===== config.mk =====
export PLATFORM = sky130hd
export DESIGN_NAME = mux_4_to_1
export DESIGN_NICKNAME = d
export VERILOG_FILES = /design/src/rtl/mux_4_to_1.sv
export SDC_FILE = /design/constraint.sdc
export NUM_CORES = 1
export LEC_CHECK = 0
export ABC_AREA = 0
export CORE_AREA = 2 2 188 190
export DETAILED_ROUTE_END_ITERATION = 10
export DIE_AREA = 0 0 190 192
export PLACE_DENSITY = 0.53
export SYNTH_ARGS = -nofsm -noshare
export SYNTH_HDL_FRONTEND = slang
export SYNTH_SLANG_ARGS = --single-unit

===== constraint.sdc =====
create_clock -name clk -period 13.3 [get_ports clk]
set_input_delay 1.33 -clock clk [delete_from_list [all_inputs] [get_ports clk]]
set_output_delay 1.33 -clock clk [all_outputs]
set_load 0.01 [all_outputs]

===== src/rtl/mux_4_to_1.sv =====
// Registered 4:1 operand selector for the vector execute path.
// Scalars are zero-extended into the vector-width result slot.
module mux_4_to_1 #(
    parameter int SCALAR_W = 32,
    parameter int LANES    = 6
) (
    input  logic                      clk,
    input  logic                      rst,
    input  logic [SCALAR_W-1:0]       A,
    input  logic [SCALAR_W-1:0]       B,
    input  logic [SCALAR_W-1:0]       C,
    input  logic [LANES*SCALAR_W-1:0] D,
    input  logic [1:0]                sel,
    output logic [LANES*SCALAR_W-1:0] E
);

    localparam int VEC_W = LANES * SCALAR_W;

    logic [VEC_W-1:0] e_d;
    logic [VEC_W-1:0] e_q;

    always_comb begin
        e_d = '0;
        unique case (sel)
            2'b00:   e_d[SCALAR_W-1:0] = A;
            2'b01:   e_d[SCALAR_W-1:0] = B;
            2'b10:   e_d[SCALAR_W-1:0] = C;
            default: e_d = D;
        endcase
    end

    always_ff @(posedge clk or posedge rst) begin
        if (rst) begin
            e_q <= '0;
        end else begin
            e_q <= e_d;
        end
    end

    assign E = e_q;

endmodule


== After elaboration in Yosys (flattened, before gate mapping) ==
Index checks and enable logic that the tools add are counted.

* Flip-flop bits (word level): 192
* Input port bits: 292
* Output and inout port bits: 192
* Logic and storage cells: 7

* Eq/ne operators: 2
* Mux-type cells: 2
* Reductions and logical operators: 2

{| class="wikitable"
|+ Operators by type and width
! operator !! count
|-
| two-way mux 160 bit || 1
|-
| case mux 32 bit (3 select lines) || 1
|-
| OR reduction 3 bit || 1
|-
| == test 2 x 1 -> 1 bit (second input constant) || 1
|-
| == test 2 bit (second input constant) || 1
|-
| logical NOT 2 bit || 1
|}

== Longest topological paths before layout ==
* Depth in word-level cells: 3
* Gate-level depth with buffers: 4
* Mapped depth without buffers: 1

== Worst setup path after synthesis ==
OpenSTA, ideal clock, no wires.

* Kind: input to register
* Start: input port sel[0]
* End: register e_q[16], in the netlist E[16]
* Setup time: 0.139 ns
* Data arrival time: 2.140 ns
* Required time: 13.161 ns
* Path slack: 11.022 ns
* Stages on the path: 3
* Path buffers: 2
* Cells stage by stage: buf_6 buf_6 mux4_2

* Cells in the longest elaborated chain, start to end: 2
* Elaborated cells on any way between the ends: 4
* Those cells by class: eq/ne: 2; mux: 1; reduce/logical: 1

{| class="wikitable"
|+ RTL lines
! item !! RTL line !! text
|-
| start, declared || 13 || <nowiki>input logic [1:0] sel,</nowiki>
|-
| == test 2 bit (tied with other cells) || 24 || <nowiki>unique case (sel)</nowiki>
|-
| case mux 32 bit (3 select lines) (*) || 24 ||
|-
| via e_d[16] || 19 || <nowiki>logic [VEC_W-1:0] e_d;</nowiki>
|-
| end signal, assigned || 34 || <nowiki>e_q <= '0;</nowiki>
|-
| end signal, assigned || 36 || <nowiki>e_q <= e_d;</nowiki>
|-
| end, declared || 20 || <nowiki>logic [VEC_W-1:0] e_q;</nowiki>
|}

The timed path passes the listed nets; every way through them passes the cells marked *.

== Worst setup path in the final report ==
* Start: input port sel[0]
* End: register e_q[30], in the netlist E[30]

Same word-level chain as after synthesis.

==> flow_summary.html <==
<table>
<tr><th>Metric</th><th>Value</th></tr>
<tr><th colspan="2">Run status</th></tr>
<tr><td>Outcome</td><td>complete, no violations</td></tr>
<tr><th colspan="2">Synth</th></tr>
<tr><td>Top-count cell post-synth</td><td>sky130_fd_sc_hd__dfrtp_1</td></tr>
<tr><td>Top_reg_cell synth</td><td>sky130_fd_sc_hd__dfrtp_1</td></tr>
<tr><td>Synthesized netlist net count</td><td>about 700</td></tr>
<tr><td>Synth top area share</td><td>71.4%</td></tr>
<tr><td>Average instance area after synthesis</td><td>between 15 and 20 um^2</td></tr>
<tr><td>Number of enable flip-flop cells after synthesis</td><td>0</td></tr>
<tr><td>FFs w/ async S/R, synth</td><td>100%</td></tr>
<tr><td>Post-synth top cells</td><td>sky130_fd_sc_hd__dfrtp_1 (192), sky130_fd_sc_hd__and3_1 (160), sky130_fd_sc_hd__mux4_2 (32), sky130_fd_sc_hd__clkbuf_1 (23), sky130_fd_sc_hd__buf_2 (16)</td></tr>
<tr><td>Post-synthesis sequential area ratio</td><td>71.4%</td></tr>
<tr><td>Ranking of synthesized cells by area</td><td>sky130_fd_sc_hd__dfrtp_1 (71%), sky130_fd_sc_hd__and3_1 (15%), sky130_fd_sc_hd__mux4_2 (11%)</td></tr>
<tr><td>Total of warnings raised by yosys</td><td>0</td></tr>
<tr><td>Post-synthesis instance area</td><td>between 6000 and 7000 um^2</td></tr>
<tr><td>Largest area contributor in the synthesized netlist</td><td>sky130_fd_sc_hd__dfrtp_1</td></tr>
<tr><td>FF+latch count, synth</td><td>192</td></tr>
<tr><td>Number of distinct library cells after synthesis</td><td>8</td></tr>
<tr><td>Number of cells produced by synthesis</td><td>around 430</td></tr>
<tr><th colspan="2">Detailed routing</th></tr>
<tr><td>DRC</td><td>0</td></tr>
<tr><td>Post-detailed-route count of antenna-violating nets</td><td>0</td></tr>
<tr><td>Average wire per standard cell</td><td>18.3 um</td></tr>
<tr><td>Number of DRC markers in iteration 0</td><td>146</td></tr>
<tr><td>Vias post-DR</td><td>5,346</td></tr>
<tr><td>Router iterations before antenna repair</td><td>4</td></tr>
<tr><td>Number of vias per cell</td><td>3.94</td></tr>
<tr><td>Post-detailed-routing wire length</td><td>24,800 um</td></tr>
<tr><th colspan="2">Setup path</th></tr>
<tr><td>Cells along the critical path</td><td>buf_6, buf_4, mux4_2</td></tr>
<tr><td>Max incr delay on CP</td><td>0.69 ns</td></tr>
<tr><td>Startpoint type of the worst setup path</td><td>primary input</td></tr>
<tr><td>Crit end category</td><td>flop</td></tr>
<tr><td>Critical-path top delay cell</td><td>sky130_fd_sc_hd__buf_4</td></tr>
<tr><td>CP delay by family, top</td><td>buffers and inverters</td></tr>
<tr><td>Crit path kind</td><td>primary input to flop</td></tr>
<tr><td>Max FO, Critical Path</td><td>119</td></tr>
<tr><td>Crit path buf inv count</td><td>2</td></tr>
<tr><td>Worst endpoint data arrival time</td><td>3.35 ns</td></tr>
<tr><td>Required time at the endpoint of the critical path</td><td>13.61 ns</td></tr>
<tr><th colspan="2">GRT</th></tr>
<tr><td>Number of antenna violations at the first check in global routing</td><td>0</td></tr>
<tr><td>Pin count of the biggest net entering global routing</td><td>121</td></tr>
<tr><td>Wire length of the first global-routing pass</td><td>35,400 um</td></tr>
<tr><td>Global-route congestion overflow total</td><td>0</td></tr>
<tr><td>Gr usage total</td><td>a little over an eighth</td></tr>
<tr><td>Via count of the first global-routing pass</td><td>5,677</td></tr>
<tr><th colspan="2">Placement</th></tr>
<tr><td>Pre-CTS setup slack</td><td>a little under 10 ns</td></tr>
<tr><td>Final weighted congestion in routability-driven placement</td><td>0.756</td></tr>
<tr><td>Count of placed standard cells including taps</td><td>roughly 1,300</td></tr>
<tr><td>Post-detail-place hpwl</td><td>18,600 um</td></tr>
<tr><td>Input/output buffers</td><td>483</td></tr>
<tr><th colspan="2">STA</th></tr>
<tr><td>Setup TNS after final layout</td><td>0 ns</td></tr>
<tr><td>Final number of max-transition violations</td><td>0</td></tr>
<tr><td>Final setup vio count</td><td>0</td></tr>
<tr><td>Achievable clock frequency</td><td>329 MHz</td></tr>
<tr><td>Unrepaired setup endpoints after global routing</td><td>no</td></tr>
<tr><td>Final critical-path setup slack</td><td>between 10 and 15 ns</td></tr>
<tr><td>Final period utilization</td><td>22.8%</td></tr>
<tr><td>Rel. slew slack</td><td>38.5%</td></tr>
<tr><td>Time the final worst path needs with I/O delays and setup</td><td>3.04 ns</td></tr>
<tr><td>Transition time of the tightest slew-check pin</td><td>~0.9 ns</td></tr>
<tr><td>Final hold violation count</td><td>0</td></tr>
<tr><th colspan="2">Pwr</th></tr>
<tr><td>Worst IR drop on VDD</td><td>~0.085 mV</td></tr>
<tr><td>Pwr Density</td><td>108 nW/um^2</td></tr>
<tr><td>Static power due to leakage</td><td>5.75 nW</td></tr>
<tr><th colspan="2">Floorplan</th></tr>
<tr><td>Initial standard-cell utilization of the core</td><td>19.6%</td></tr>
<tr><td>Total Die Area</td><td>36,500 um^2</td></tr>
<tr><td>Height of the die</td><td>192 um</td></tr>
<tr><td>Die extent in x</td><td>190 um</td></tr>
<tr><td>Floorplan row count</td><td>68</td></tr>
<tr><td>Area of the core</td><td>approximately 34,000 um^2</td></tr>
<tr><td>I/O pin count</td><td>484</td></tr>
<tr><th colspan="2">Finish</th></tr>
<tr><td>P&amp;R area growth vs syn</td><td>86.4%</td></tr>
<tr><td>Max reg flops</td><td>192</td></tr>
<tr><td>Number of standard cells in the final layout excluding fillers</td><td>1,358</td></tr>
<tr><td>Count of antenna diodes in the layout</td><td>0</td></tr>
<tr><td>Fraction of layout instances using a drive strength above 1</td><td>7.75%</td></tr>
<tr><td>Post-layout net count</td><td>approximately 1,200</td></tr>
<tr><th colspan="2">Clock network</th></tr>
<tr><td>Number of gates given a new drive strength after cts</td><td>0</td></tr>
<tr><td># Post-CTS Setup Buffers</td><td>0</td></tr>
<tr><td>Inserted Clock Buffers</td><td>17</td></tr>
<tr><td>Clock Path Buffers</td><td>2</td></tr>
<tr><td>Clk slew on worst S/H paths</td><td>0.08 ns</td></tr>
<tr><td>CTS Hold Buffers Added</td><td>0</td></tr>
<tr><td>CTS tree</td><td>yes</td></tr>
<tr><td>Num Clock Sinks</td><td>192</td></tr>
<tr><td>Count of H-tree levels built during CTS</td><td>4</td></tr>
<tr><td>Clock root cell</td><td>sky130_fd_sc_hd__clkbuf_16</td></tr>
<tr><th colspan="2">Worst hold path</th></tr>
<tr><td>Hold crit path type</td><td>primary input to async pin</td></tr>
<tr><th colspan="2">Run</th></tr>
<tr><td>Total of max-cap violations</td><td>0</td></tr>
</table>
## routing by layer
layer / part of all wire (%) / GRT usage (%) / vias to the layer above / routed length [um]
met1: 38 / 15.1 / 2574 / 9520
met2: 48 / 21.3 / 311 / 11900
li1: - / - / 2437 / -
met5: 0 / 0 / - / 0
met4: 2.0 / 5.49 / 0 / 495
met3: 12 / 6.32 / 24 / 2890
## cell type report
type	instances	area (um^2)
timing repair buffer	486	4860
fill	3299	21800
clock inverter	15	148
clock buffer	17	425
multi-input combinational	192	1720
tap	455	569
sequential	192	4800
inverter	1	11.3
## logic make-up (layout without fill, tap and decap cells)
kind of cell	Yosys count	count (layout)	share of synthesized area [%]
flops	192	192	71.4
simple gates	160	160	14.9
buf+inv	43	519	2.98
mux	32	32	10.7
## final timing paths
kind / startpoint / endpoint / slack, ns / depth (start not counted)
max in group asynchronous: rst / E[169] / 10.30 / 3
worst max-delay path: sel[0] / E[30] / 10.26 / 3
min in group clk: D[105] / E[105] / 1.47 / 2
worst min-delay path: rst / E[143] / 1.43 / 2
## cells in the final DEF (no fill, tap or decap), drive strengths merged
cell,Yosys,routed
clkdlybuf4s50,0,481
dfrtp,192,192
and3,160,160
mux4,32,32
clkbuf,23,17
inv,1,8
clkinv,0,6
buf,19,5
clkinvlp,0,2
## power breakdown
group | total (mW) | leakage [nW] | switching [mW] | internal (mW)
Sequential | 0.620 | 2.53 | 0.00886 | 0.611
Combinational | 0.224 | 2.95 | 0.0779 | 0.146
Clock | 0.504 | 0.276 | 0.255 | 0.249
Total | 1.35 | 5.75 | 0.342 | 1.01
## stage by stage
| step | util, % | hold WS (ns) | area, um^2 | power, mW |
|---|---|---|---|---|
| global placement | 34.9 | 1.93 | 12000 | 0.859 |
| floorplan | - | 1.50 | 6730 | 0.698 |
| finish | 36.6 | 1.43 | 12500 | 1.35 |
| CTS | 36.6 | 1.44 | 12500 | 1.38 |
| detailed placement | 34.9 | 1.94 | 12000 | 0.860 |
| global route | 36.6 | 1.45 | 12500 | 1.41 |
Power figures use the tool's default switching activity.
